--- src/rtl/rr_req_queue.sv ---
// rr_req_queue: request front-end for a 4-way round-robin arbiter.
//
// Each of the four clients owns a private FIFO of DEPTH x DATA_W words.
// req[3:0] is derived from FIFO occupancy. The arbiter's registered grant[3:0]
// pops the granted FIFO, and the popped word is presented with its client ID
// on a registered, one-cycle out_valid pulse. There is no output backpressure.
//
// Ports:
//   clk        - clock; all state updates on the rising edge
//   reset      - synchronous, active-high reset
//   push       - push[i] writes client i's word into FIFO i
//   push_data  - packed client words; client i at [i*DATA_W +: DATA_W]
//   full       - full[i] is high when FIFO i holds DEPTH entries
//   req        - request vector to the arbiter (combinational)
//   grant      - grant vector from the arbiter (registered, one-hot or zero)
//   out_valid  - one-cycle pulse, one word delivered
//   out_data   - popped word (holds when out_valid is low)
//   out_id     - client index of out_data (holds when out_valid is low)
//   err_grant  - sticky flag: grant to an empty FIFO, or multi-bit grant
//
// Optional feature, macro RRQ_STATS_EN:
//   stats_clr  - synchronously zeroes all pop counters (wins over a pop)
//   grant_cnt  - four 16-bit saturating counts of successful pops,
//                client i at [i*16 +: 16]
module rr_req_queue #(
  parameter int unsigned DATA_W = 8,
  parameter int unsigned DEPTH  = 4
) (
  input  logic                  clk,
  input  logic                  reset,
  input  logic [3:0]            push,
  input  logic [4*DATA_W-1:0]   push_data,
  output logic [3:0]            full,
  output logic [3:0]            req,
  input  logic [3:0]            grant,
  output logic                  out_valid,
  output logic [DATA_W-1:0]     out_data,
  output logic [1:0]            out_id,
  output logic                  err_grant
`ifdef RRQ_STATS_EN
  ,
  input  logic                  stats_clr,
  output logic [4*16-1:0]       grant_cnt
`endif
);

  localparam int unsigned PtrW = $clog2(DEPTH);
  localparam int unsigned CntW = PtrW + 1;
  localparam logic [CntW-1:0] CntFull = CntW'(DEPTH);

  logic [DATA_W-1:0] mem_q [4][DEPTH];

  logic [PtrW-1:0] wr_ptr_q [4];
  logic [PtrW-1:0] wr_ptr_d [4];
  logic [PtrW-1:0] rd_ptr_q [4];
  logic [PtrW-1:0] rd_ptr_d [4];
  logic [CntW-1:0] cnt_q    [4];
  logic [CntW-1:0] cnt_d    [4];

  logic [3:0]        empty;
  logic [3:0]        pop;
  logic [3:0]        push_ok;
  logic              grant_multi;

  logic              out_valid_q, out_valid_d;
  logic [DATA_W-1:0] out_data_q,  out_data_d;
  logic [1:0]        out_id_q,    out_id_d;
  logic              err_q,       err_d;

  // Occupancy decode, pop/push qualification and request generation.
  always_comb begin
    // A grant with more than one bit set is illegal and pops nothing anywhere.
    grant_multi = (grant & (grant - 4'd1)) != 4'd0;
    for (int i = 0; i < 4; i++) begin
      empty[i]   = (cnt_q[i] == '0);
      full[i]    = (cnt_q[i] == CntFull);
      pop[i]     = grant[i] & ~empty[i] & ~grant_multi;
      // A pop in the same edge frees a slot, so a push into a full FIFO is
      // still accepted then.
      push_ok[i] = push[i] & (~full[i] | pop[i]);
      // Withdraw the request while the last entry is being popped, so the
      // registered grant cannot land on an empty FIFO next cycle.
      req[i]     = cnt_q[i] > {{PtrW{1'b0}}, grant[i]};
    end
  end

  // Next-state for pointers and counts; pointers wrap modulo DEPTH for free.
  always_comb begin
    for (int i = 0; i < 4; i++) begin
      wr_ptr_d[i] = wr_ptr_q[i] + PtrW'(push_ok[i]);
      rd_ptr_d[i] = rd_ptr_q[i] + PtrW'(pop[i]);
      unique case ({push_ok[i], pop[i]})
        2'b10:   cnt_d[i] = cnt_q[i] + CntW'(1);
        2'b01:   cnt_d[i] = cnt_q[i] - CntW'(1);
        default: cnt_d[i] = cnt_q[i];
      endcase
    end
  end

  // Output word selection and sticky error.
  always_comb begin
    out_valid_d = |pop;
    out_data_d  = out_data_q;
    out_id_d    = out_id_q;
    // pop is at most one-hot, so at most one iteration overrides the hold.
    for (int i = 0; i < 4; i++) begin
      if (pop[i]) begin
        out_data_d = mem_q[i][rd_ptr_q[i]];
        out_id_d   = 2'(i);
      end
    end
    err_d = err_q | (|(grant & empty)) | grant_multi;
  end

  always_ff @(posedge clk) begin
    if (reset) begin
      for (int i = 0; i < 4; i++) begin
        wr_ptr_q[i] <= '0;
        rd_ptr_q[i] <= '0;
        cnt_q[i]    <= '0;
      end
      out_valid_q <= 1'b0;
      out_data_q  <= '0;
      out_id_q    <= '0;
      err_q       <= 1'b0;
    end else begin
      for (int i = 0; i < 4; i++) begin
        wr_ptr_q[i] <= wr_ptr_d[i];
        rd_ptr_q[i] <= rd_ptr_d[i];
        cnt_q[i]    <= cnt_d[i];
      end
      out_valid_q <= out_valid_d;
      out_data_q  <= out_data_d;
      out_id_q    <= out_id_d;
      err_q       <= err_d;
    end
  end

  // Storage needs no reset: counts and pointers define what is valid.
  always_ff @(posedge clk) begin
    for (int i = 0; i < 4; i++) begin
      if (push_ok[i]) begin
        mem_q[i][wr_ptr_q[i]] <= push_data[i*DATA_W +: DATA_W];
      end
    end
  end

  assign out_valid = out_valid_q;
  assign out_data  = out_data_q;
  assign out_id    = out_id_q;
  assign err_grant = err_q;

`ifdef RRQ_STATS_EN
  logic [15:0] gcnt_q [4];
  logic [15:0] gcnt_d [4];

  always_comb begin
    for (int i = 0; i < 4; i++) begin
      if (stats_clr) begin
        gcnt_d[i] = '0;
      end else if (pop[i] && (gcnt_q[i] != 16'hFFFF)) begin
        gcnt_d[i] = gcnt_q[i] + 16'd1;
      end else begin
        gcnt_d[i] = gcnt_q[i];
      end
      grant_cnt[i*16 +: 16] = gcnt_q[i];
    end
  end

  always_ff @(posedge clk) begin
    for (int i = 0; i < 4; i++) begin
      if (reset) begin
        gcnt_q[i] <= '0;
      end else begin
        gcnt_q[i] <= gcnt_d[i];
      end
    end
  end
`endif

endmodule

--- config.mk ---
export PLATFORM = sky130hd
export DESIGN_NAME = rr_req_queue
export DESIGN_NICKNAME = d
export VERILOG_FILES = /design/src/rtl/rr_req_queue.sv
export SDC_FILE = /design/constraint.sdc
export NUM_CORES = 1
export LEC_CHECK = 0
export BUFFER_PORTS_ARGS = -buffer_cell sky130_fd_sc_hd__buf_2
export CAP_MARGIN = 5
export CORE_MARGIN = 3
export CORE_UTILIZATION = 50
export CTS_BUF_LIST = sky130_fd_sc_hd__clkbuf_2
export DETAILED_ROUTE_END_ITERATION = 7
export GPL_ROUTABILITY_DRIVEN = 0
export PLACE_DENSITY_LB_ADDON = 0.08
export SLEW_MARGIN = 20
export SYNTH_ARGS = -nofsm -noshare
export SYNTH_HDL_FRONTEND = slang
export SYNTH_SLANG_ARGS = --single-unit
--- constraint.sdc ---
create_clock -name clk -period 2.6 [get_ports clk]
set_input_delay 0.52 -clock clk [delete_from_list [all_inputs] [get_ports clk]]
set_output_delay 0.52 -clock clk [all_outputs]
set_load 0.005 [all_outputs]
; ---- Word level (Yosys, flattened, before mapping)
; Memory sizes are Yosys's and may differ from the RTL's.
; Cells that the tools add are included.
[op_classes]
shift = 0
n_eq_ne = 12
mux = 55
n_reduce_logical = 12
bitwise_logic = 49
div_mod_pow = 0
multipliers = 0
addsub = 17
n_lt_le_gt_ge = 16
[ops]
columns = cell, count
row1 = 32-bit 2-to-1 mux, 4
row2 = 8-bit 2-to-1 mux, 16
row3 = 8-bit binary-select mux with 2-bit select, 4
row4 = 8-bit demux with 2-bit select, 4
row5 = 3-bit >= comparator (second input constant), 8
row6 = 2-bit 2-to-1 mux, 12
row7 = 2-bit inverter with 3-bit output, 8
row8 = 3-bit one-hot mux with 2 select lines, 4
row9 = 1-bit bitwise OR, 18
row10 = 2-bit by 1-bit adder with 2-bit output, 8
row11 = 3-bit by 1-bit adder with 3-bit output (second input constant), 4
row12 = 1-bit AND, 12
row13 = 3-bit equality test (second input constant), 4
row14 = 3-bit by 1-bit greater-than comparator with 1-bit output, 4
row15 = 3-bit zero test, 4
row16 = 3-bit by 1-bit less-than comparator with 1-bit output (second input constant), 4
row17 = 3-bit 2-to-1 mux, 4
row18 = 3-bit by 1-bit subtractor with 3-bit output (second input constant), 4
row19 = 1-bit inverter, 9
row20 = 4-bit AND, 2
row21 = 2-bit by 1-bit equality test with 1-bit output (second input constant), 4
row22 = 2-bit equality test (second input constant), 4
row23 = 4-bit nonzero test, 2
row24 = 4-bit OR reduction, 2
row25 = other kinds (3), 12
[totals]
ff_bits = 12
rom_bits = 0
ramBits = 156
elab_cells = 169
mem_count = 4
in_bits = 42
out_inout_bits = 20
latchBits = 0
[mem_list]
columns = name, words, width, rd, rd_clocked_by_memory_dff, write_ports, line_no
row1 = mem_q, 4, 32, 4, 0, 4, 51  ; logic [DATA_W-1:0] mem_q [4][DEPTH];
row2 = cnt_q, 4, 3, 4, 0, 4, 57  ; logic [CntW-1:0] cnt_q [4];
row3 = rd_ptr_q, 4, 2, 4, 0, 4, 55  ; logic [PtrW-1:0] rd_ptr_q [4];
row4 = wr_ptr_q, 4, 2, 4, 0, 4, 53  ; logic [PtrW-1:0] wr_ptr_q [4];

; ---- Logic depth before layout (Yosys ltp)
; Gate-level depths: netlist of run 1.
[logic_depth]
word_depth = 10
ltp_mapped = 10
ltp_nobuf = 9

; ---- Least setup slack after synthesis of run 1
; OpenSTA, ideal clock, no wires.
[synth_path]
path_kind = input-to-reg
from = input grant[3]
to = memory cnt_q[2][2] in the netlist's numbering
path_stages = 10
arrival_ns = 2.703
required_time_ns = 2.529
setup_slack_ns = -0.173
n_path_buf = 1
setup_ns = 0.071
path_cell_list = nor4b_1 nand2b_1 inv_1 clkbuf_1 ha_1 inv_1 fa_1 xor2_1 or3_1 a21oi_1
[synth_lines]
columns = item, line_no
row1 = "start, declared", 35  ; input logic [3:0] grant,
row2 = "end, declared", 57

==> run metrics, run 1 <==
outcome finished clean; via count 4019; Final Setup Violations 0; Layout Skew 21.8 ps; first-pass GRT wire length 21600 um; crit path DAT 1870 ps; count of cell types in the netlist 41; I/O pin cnt 62; drt first pass iters 4; clock share of power 27.6%; worst slew pin tran 856 ps; die area 15100 sq um; antenna diode count 0; max_cap viols 0; Tmin final 2390 ps; # fillers 1038; share of layout cells above drive strength 1 30.0%; leakage 2.96 nW; post-synthesis net count 498; Max Fclk 418 MHz; vias per cell 5.30; period utilization 91.9%; nets 631; sequential cell area fraction in the yosys report 67.8%; Psw 0.00119 W; GRT overflow 0; IO buf count 61; sequential fraction of design power 61.7%; initial antenna violation count 0; Sw Ratio 23.5%; Slowest-stage cell, CP dfxtp_1; combinational share of power 10.7%; All-Layer GR Usage 19.4%; vias in the first global route 4102; initial core utilization 51.5%; final antenna-violating net count 0; cells after synthesis 437; Area Overhead vs Synth 19.3%; Post-Syn Area 6850 sq um; CP required 2080 ps; Pwr Total 0.00504 W; clk slew on worst S/H paths 190 ps; top-area cell type share of the netlist area 56.1%; RSZ-0062 raised after global routing no; Post-synth ARST share 0%; Residual DRC 0; Post-synth EDFFs 128; Yosys top cell by area edfxtp_1; Max VDD drop 297 uV; CP max stage delay 430 ps; Worst-Skew Late Latency 720 ps; Syn. warnings 0; core outline area 13300 sq um; CP max FO 4; synth top area cells edfxtp_1 (56%), dfxtp_1 (12%), mux4_2 (11%); Post-Layout Cell Count 759; startpoint types flip-flop; Critical Path Sink Type primary output; CTS Sinks 168; WL final 13400 um; largest net degree at the start of global routing 41; crit path cell chain inv_1 > ha_1 > o21ai_0 > buf_2; worst min-delay path category primary input to flip-flop; ys flop type edfxtp_1; count leader, synth edfxtp_1; top post-synthesis cells by count edfxtp_1 (128), nor2_1 (45), dfxtp_1 (40); Setup Crit Path Kind flip-flop to primary output; CTS Buffer Depth 2; WL/cell 17.7 um; worst rel slew slack 42.9%; post-synthesis area per instance 15.7 sq um; # rows 42; Clock H-tree levels 4; Die Wd 123 um; register-to-register setup slack 270 ps; Slew Limit Fails 0; Critical path buffers and inverters 2; initial detailed-routing violation count 260; Post-DP HPWL 9480 um; Int Power 0.00385 W; crit-path leading delay family flip-flops; root buffer cell clkbuf_2; placed insts 695; CTS tree built; die height 123 um; Final Hold Viols 0; Power per Cell Area 617 nW/um^2; Yosys reg bits 168; CTS Buf Count 17
-- kinds of logic after synthesis --
group	Yosys count	synth area share (%)
adders and majority gates	20	4.05
buffers and inverters	40	2.36
xor gates and xnor gates	16	2.05
and+or+nand+nor	118	8.11
DFF	168	67.8
AOI/OAI and AO/OA	42	4.97
muxes	33	10.7
-- area by class of cell --
cell class                      instances  area, sq um  share of cell area [%]
Sequential cell                       168         4650                    56.8
Clock inverter                         10          129                    1.58
Inverter                               22         87.6                    1.07
Clock buffer                           22          110                    1.35
Timing Repair Buffer                  132          918                    11.2
Multi-Input combinational cell        229         2060                    25.2
Tap cell                              176          220                    2.69
-- worst register-to-register path, stage by stage, from the launching register on --
cell and delay (ps):
dfxtp_1 390, nor2_1 110, nand2_1 70, o21ai_0 360, ha_1 250, inv_1 60, fa_1 430, xor2_1 160
or3_1 310, a21oi_1 150
-- routing by layer --
metal	vias up	GRT usage (%)	wire, um
met1	1985	27.9	6150
met5	-	0	0
li1	1925	-	-
met2	95	28.8	6300
met3	14	5.40	826
met4	0	6.85	163
-- flip-flops by register name, summed over array words and instances, names as in the netlist --
name / cells
cnt_q: 12
err_grant: 1
mem_q: 128
out_data: 8
out_id: 2
out_valid: 1
rd_ptr_q: 8
wr_ptr_q: 8
-- cell usage in the layout, fill, tap and decap left out, drive strengths merged, types with 2 or more instances in the layout --
master,instances
a311oi,8
buf,100
o21ai,9
xnor2,10
nor3,9
nand3,3
xor2,6
dlygate4sd3,32
a22oi,2
mux4,32
a21oi,8
clkbuf,22
nand2b,3
bufinv,3
a31oi,3
dfxtp,40
clkinv,7
inv,21
fa,4
edfxtp,128
nor4b,3
nor3b,4
and3,4
or3,4
nor2b,8
a311o,7
ha,15
nand2,31
nor2,45
-- what timing repair did --
item,4_1_cts,5_1_grt
buffers inserted,0,0
endpoints found under the hold margin,128,0
resized for setup,0,1
setup endpoints to repair,0,1
hold buffers,32,0
-- path summary, 6_finish.rpt --
kind,startpoint,end,cells past startpoint
hold reg to reg,out_id[1],out_id[1],2
setup reg to reg,cnt_q[3][0],cnt_q[3][2],9
hold / removal,push[1],cnt_q[1][1],4
setup / recovery,cnt_q[2][0],req[2],4
-- power groups by stage --
stage	logic, W	registers, W	clock network [W]
detailed placement	0.000508	0.00317	0
floorplan	0.000297	0.00315	0
global placement	0.000497	0.00316	0
CTS	0.000549	0.00311	0.00142
global route	0.000605	0.00313	0.00154
finish	0.000540	0.00311	0.00139
-- metrics by stage --
| step | setup slack [ps] | instance area (sq um) | hold slack, ps | utilization, % | TNS [ps] |
|---|---|---|---|---|---|
| 2_1_floorplan | -23.7 | 6870 | 464 | - | -23.7 |
| 3_3_place_gp | -78.6 | 7610 | 494 | 57.3 | -226 |
| 3_5_place_dp | -167 | 7610 | 502 | 57.3 | -497 |
| 4_1_cts | 101 | 8170 | 185 | 61.5 | 0 |
| 5_1_grt | 32.1 | 8170 | 214 | 61.5 | 0 |
| 6_report | 210 | 8170 | 262 | 61.5 | 0 |
No activity file was read; power rests on OpenSTA's default activity.
==> inputs of run 2 (changes only) <==
--- a/config.mk
+++ b/config.mk
@@ -12,6 +12,7 @@
 export CTS_BUF_LIST = sky130_fd_sc_hd__clkbuf_2
 export DETAILED_ROUTE_END_ITERATION = 7
 export GPL_ROUTABILITY_DRIVEN = 0
+export MAX_ROUTING_LAYER = met4
 export PLACE_DENSITY_LB_ADDON = 0.08
 export SLEW_MARGIN = 20
 export SYNTH_ARGS = -nofsm -noshare
==> run 2 against run 1 <==
Compared with the run above:
- sequential cell count unchanged
- power shrank 0.12%
- non-clock buffer count is the same
- final cell count stayed put
- register-to-register slack better by 20 ps
- combinational power is essentially flat
- worst hold slack improved by 5.5 ps
- largest power group unchanged
- highest routed layer unchanged
==> run metrics, run 2 (synthesis gave the netlist of run 1 again) <==
nets 631; WL/cell 17.7 um; Psw 0.00118 W; Residual DRC 0; CP max stage delay 430 ps; Max VDD drop 295 uV; Tmin final 2390 ps; die height 123 um; Area after DPL 7610 sq um; post-layout util 61.5%; startpoint types flip-flop; max reg flops 128; GRT overflow 0; most common cell after layout, fill and taps aside edfxtp_1; antenna diode count 0; Layout Skew 26.9 ps; vias in the first global route 4095; CTS tree built; CP max FO 4; CP required 2080 ps; CTS Sinks 168; Worst-Skew Late Latency 720 ps; via count 4012; period utilization 91.8%; CTS Buffer Depth 2; max_cap viols 0; combinational share of power 10.8%; Int Power 0.00386 W; initial antenna violation count 0; first-pass GRT wire length 21600 um; All-Layer GR Usage 20.0%; Sw Ratio 23.4%; Post-DP HPWL 9480 um; Setup Crit Path Kind flip-flop to primary output; worst min-delay path category primary input to flip-flop; crit path cell chain inv_1 > ha_1 > o21ai_0 > buf_2; Die Wd 123 um; Power per Cell Area 616 nW/um^2; CTS Buf Count 17; initial detailed-routing violation count 270; placed insts 695; core outline area 13300 sq um; RSZ-0062 raised after global routing no; root buffer cell clkbuf_2; Final Hold Viols 0; crit-path leading delay family flip-flops; drt first pass iters 4; crit path DAT 1870 ps; Pwr Total 0.00504 W; outcome finished clean; most frequent cells in the layout edfxtp_1 (128), buf_2 (61), nor2_1 (45), dfxtp_1 (39), buf_4 (39); # fillers 1038; leakage 2.96 nW; Critical Path Sink Type primary output; IO buf count 61; CP startpoint cnt_q[2][0]; Max Fclk 419 MHz; largest net degree at the start of global routing 41; Final Setup Violations 0; final antenna-violating net count 0; Post-Layout Cell Count 759; share of layout cells above drive strength 1 30.0%; die area 15100 sq um; # rows 42; clk slew on worst S/H paths 190 ps; sequential fraction of design power 61.8%; Slowest-stage cell, CP dfxtp_1; Critical path buffers and inverters 2; Slew Limit Fails 0; worst rel slew slack 41.8%; I/O pin cnt 62; final instance area 8170 sq um; clock share of power 27.5%; Area Overhead vs Synth 19.3%; Hold Startpoint push[1]; initial core utilization 51.5%; vias per cell 5.29; Clock H-tree levels 4; Crit Reg-Reg Startpoint cnt_q[3][0]; WL final 13400 um; worst slew pin tran 873 ps
[run 2: metrics by stage]
step / hold WS [ps] / setup TNS [ps] / setup slack (ps)
2_1_floorplan: 464 / -23.7 / -23.7
3_3_place_gp: 494 / -226 / -78.6
3_5_place_dp: 502 / -497 / -167
4_1_cts: 185 / 0 / 101
5_1_grt: 214 / 0 / 32.1
6_report: 268 / 0 / 212
[run 2: timing repair]
item	in CTS	in global routing
setup endpoints to repair	0	1
resized for setup	0	1
hold buffers	32	0
setup buffers	0	0
endpoints found under the hold margin	128	0
[run 2: layout make-up]
type	instances	area, sq um	share of cell area (%)
inverters	22	87.6	1.07
multi-input cells	229	2060	25.2
clock inverters	10	129	1.58
flip-flops and latches	168	4650	56.8
repair buffers	132	918	11.2
well taps	176	220	2.69
clock buffers	22	110	1.35
[run 2: layer usage]
layer	track usage [%]	vias up	wire length, um
met5	-	-	0
met1	27.8	1978	6070
li1	-	1929	-
met4	6.51	0	136
met3	5.49	12	892
met2	29.0	93	6320
[run 2: tightest hold or removal path, stage by stage]
cell and delay [ps]:
buf_2 130, mux2i_1 130, nor2_1 110, a211oi_1 60
[run 2: power groups by stage]
stage | Combinational (W) | Clock [W] | Sequential (W)
global placement | 0.000497 | 0 | 0.00316
global route | 0.000605 | 0.00154 | 0.00313
CTS | 0.000549 | 0.00142 | 0.00311
floorplan | 0.000297 | 0 | 0.00315
detailed placement | 0.000508 | 0 | 0.00317
finish | 0.000542 | 0.00138 | 0.00311
[run 2: final timing paths]
kind | to | slack (ps) | cells past startpoint
worst max-delay path | req[2] | 210 | 4
worst min-delay path | cnt_q[1][1] | 270 | 4
worst max register to register | cnt_q[3][2] | 290 | 9
worst min register to register | out_id[1] | 510 | 2
==> inputs of run 3 (changes only) <==
--- a/config.mk
+++ b/config.mk
@@ -12,9 +12,9 @@
 export CTS_BUF_LIST = sky130_fd_sc_hd__clkbuf_2
 export DETAILED_ROUTE_END_ITERATION = 7
 export GPL_ROUTABILITY_DRIVEN = 0
-export MAX_ROUTING_LAYER = met4
-export PLACE_DENSITY_LB_ADDON = 0.08
+export PLACE_DENSITY = 0.78
 export SLEW_MARGIN = 20
 export SYNTH_ARGS = -nofsm -noshare
 export SYNTH_HDL_FRONTEND = slang
 export SYNTH_SLANG_ARGS = --single-unit
+export TNS_END_PERCENT = 1
==> run 3 against run 2 <==
Compared with the run above:
- register-to-register slack better by 60 ps
- sequential share of layout area is 0.11 points lower
- core utilization is 0.15 points higher
- clock-buffer cell count is 4 lower
- sequential power hardly changed
- power is 3.4% higher
- worst hold slack worse by 47 ps
- critical endpoint is now req[1]
- largest power group unchanged
==> run metrics, run 3 (synthesis gave the netlist of run 1 again) <==
Layout Skew 50.0 ps; clock share of power 29.8%; share of layout cells above drive strength 1 30.1%; Post-DP HPWL 9720 um; initial core utilization 51.5%; Clock H-tree levels 4; vias per cell 5.38; final antenna-violating net count 0; slack of the critical path 190 ps; Max VDD drop 394 uV; period utilization 92.7%; GRT overflow 0; hold slack 220 ps; Slew Limit Fails 0; Int Power 0.00395 W; I/O pin cnt 62; Psw 0.00125 W; combinational share of power 10.3%; Hold Startpoint push[1]; CP required 2080 ps; TNS Setup 0 ps; largest net degree at the start of global routing 41; Max Fclk 415 MHz; max_cap viols 0; Tmin final 2410 ps; leakage 2.95 nW; clk slew on worst S/H paths 220 ps; WL final 13800 um; # rows 42; antenna diode count 0; worst reg2reg endpoint cnt_q[3][2]; All-Layer GR Usage 19.5%; CTS Buf Count 17; CTS tree built; CP startpoint cnt_q[1][0]; nets 627; Final Setup Violations 0; via count 4063; max reg flops 128; Setup Crit Path Kind flip-flop to primary output; die area 15100 sq um; WL/cell 18.3 um; most frequent cells in the layout edfxtp_1 (128), buf_2 (61), nor2_1 (45), dfxtp_1 (37), buf_4 (35); worst slew pin tran 852 ps; # fillers 962; worst hold stages 4; first-pass GRT wire length 21700 um; initial antenna violation count 0; worst rel slew slack 43.2%; startpoint types flip-flop; RSZ-0062 raised after global routing no; CTS Buffer Depth 2; worst min-delay path category primary input to flip-flop; initial detailed-routing violation count 317; drt first pass iters 8; post-layout util 61.6%; die height 123 um; IO buf count 61; CP max FO 6; Sw Ratio 24.0%; Post CTS Setup Buffer Count 0; vias in the first global route 4030; sequential fraction of design power 59.9%; most common cell after layout, fill and taps aside edfxtp_1; Worst-Skew Late Latency 760 ps; root buffer cell clkbuf_2; multi-input logic area 2060 sq um; CTS Sinks 168; register-to-register setup slack 350 ps; Area Overhead vs Synth 19.6%; FF-to-FF path depth 9; core outline area 13300 sq um; register area 4650 sq um; Residual DRC 0; Die Wd 123 um; Power per Cell Area 635 nW/um^2; Critical Path End req[1]; Critical Path Sink Type primary output; dpl ws -137 ps; crit path DAT 1890 ps; Crit Reg-Reg Startpoint cnt_q[3][1]; Final Hold Viols 0; outcome finished clean
run 3: cell type report:
class,instances,area share (%)
Timing Repair Buffer,128,10.8
Sequential cell,168,56.7
Clock inverter,14,2.40
Tap cell,176,2.69
Clock buffer,18,1.10
Inverter,22,1.07
Multi-Input combinational cell,229,25.2
run 3: what timing repair did:
action / in CTS / in global routing
hold endpoints to repair: 128 / 0
hold buffers: 32 / 0
gates resized for setup: 0 / 4
setup endpoints to repair: 0 / 4
run 3: worst min path at each step:
stage                  end  slack [ps]
2_1_floorplan    out_id[1]         460
3_3_place_gp     out_id[1]         480
3_5_place_dp     out_id[1]         500
4_1_cts        cnt_q[1][1]         150
5_1_grt        cnt_q[1][0]         160
6_report       cnt_q[1][1]         220
run 3: per-layer routing:
metal	vias to the layer above	routed length (um)	global-route usage, %
met3	8	680	4.67
li1	1922	-	-
met1	2042	5790	25.7
met4	0	107	6.23
met5	-	0	0
met2	91	7210	32.5
run 3: critical path, stage by stage (launching register included):
cell,delay [ps]
dfxtp_2,430
inv_1,90
ha_1,280
o211ai_1,210
buf_2,150
run 3: stage by stage:
| step | power [W] | std cells | instance area [sq um] |
|---|---|---|---|
| finish | 0.00521 | 755 | 8190 |
| global route | 0.00543 | 755 | 8190 |
| CTS | 0.00524 | 755 | 8190 |
| detailed placement | 0.00367 | 691 | 7580 |
| global placement | 0.00364 | 691 | 7580 |
| floorplan | 0.00344 | 437 | 6870 |
run 3: power by group through the flow:
| stage | Combinational (W) | Sequential (W) | Clock (W) |
|---|---|---|---|
| global placement | 0.000478 | 0.00316 | 0 |
| floorplan | 0.000297 | 0.00315 | 0 |
| detailed placement | 0.000499 | 0.00318 | 0 |
| CTS | 0.000540 | 0.00312 | 0.00159 |
| global route | 0.000596 | 0.00313 | 0.00170 |
| finish | 0.000535 | 0.00312 | 0.00155 |
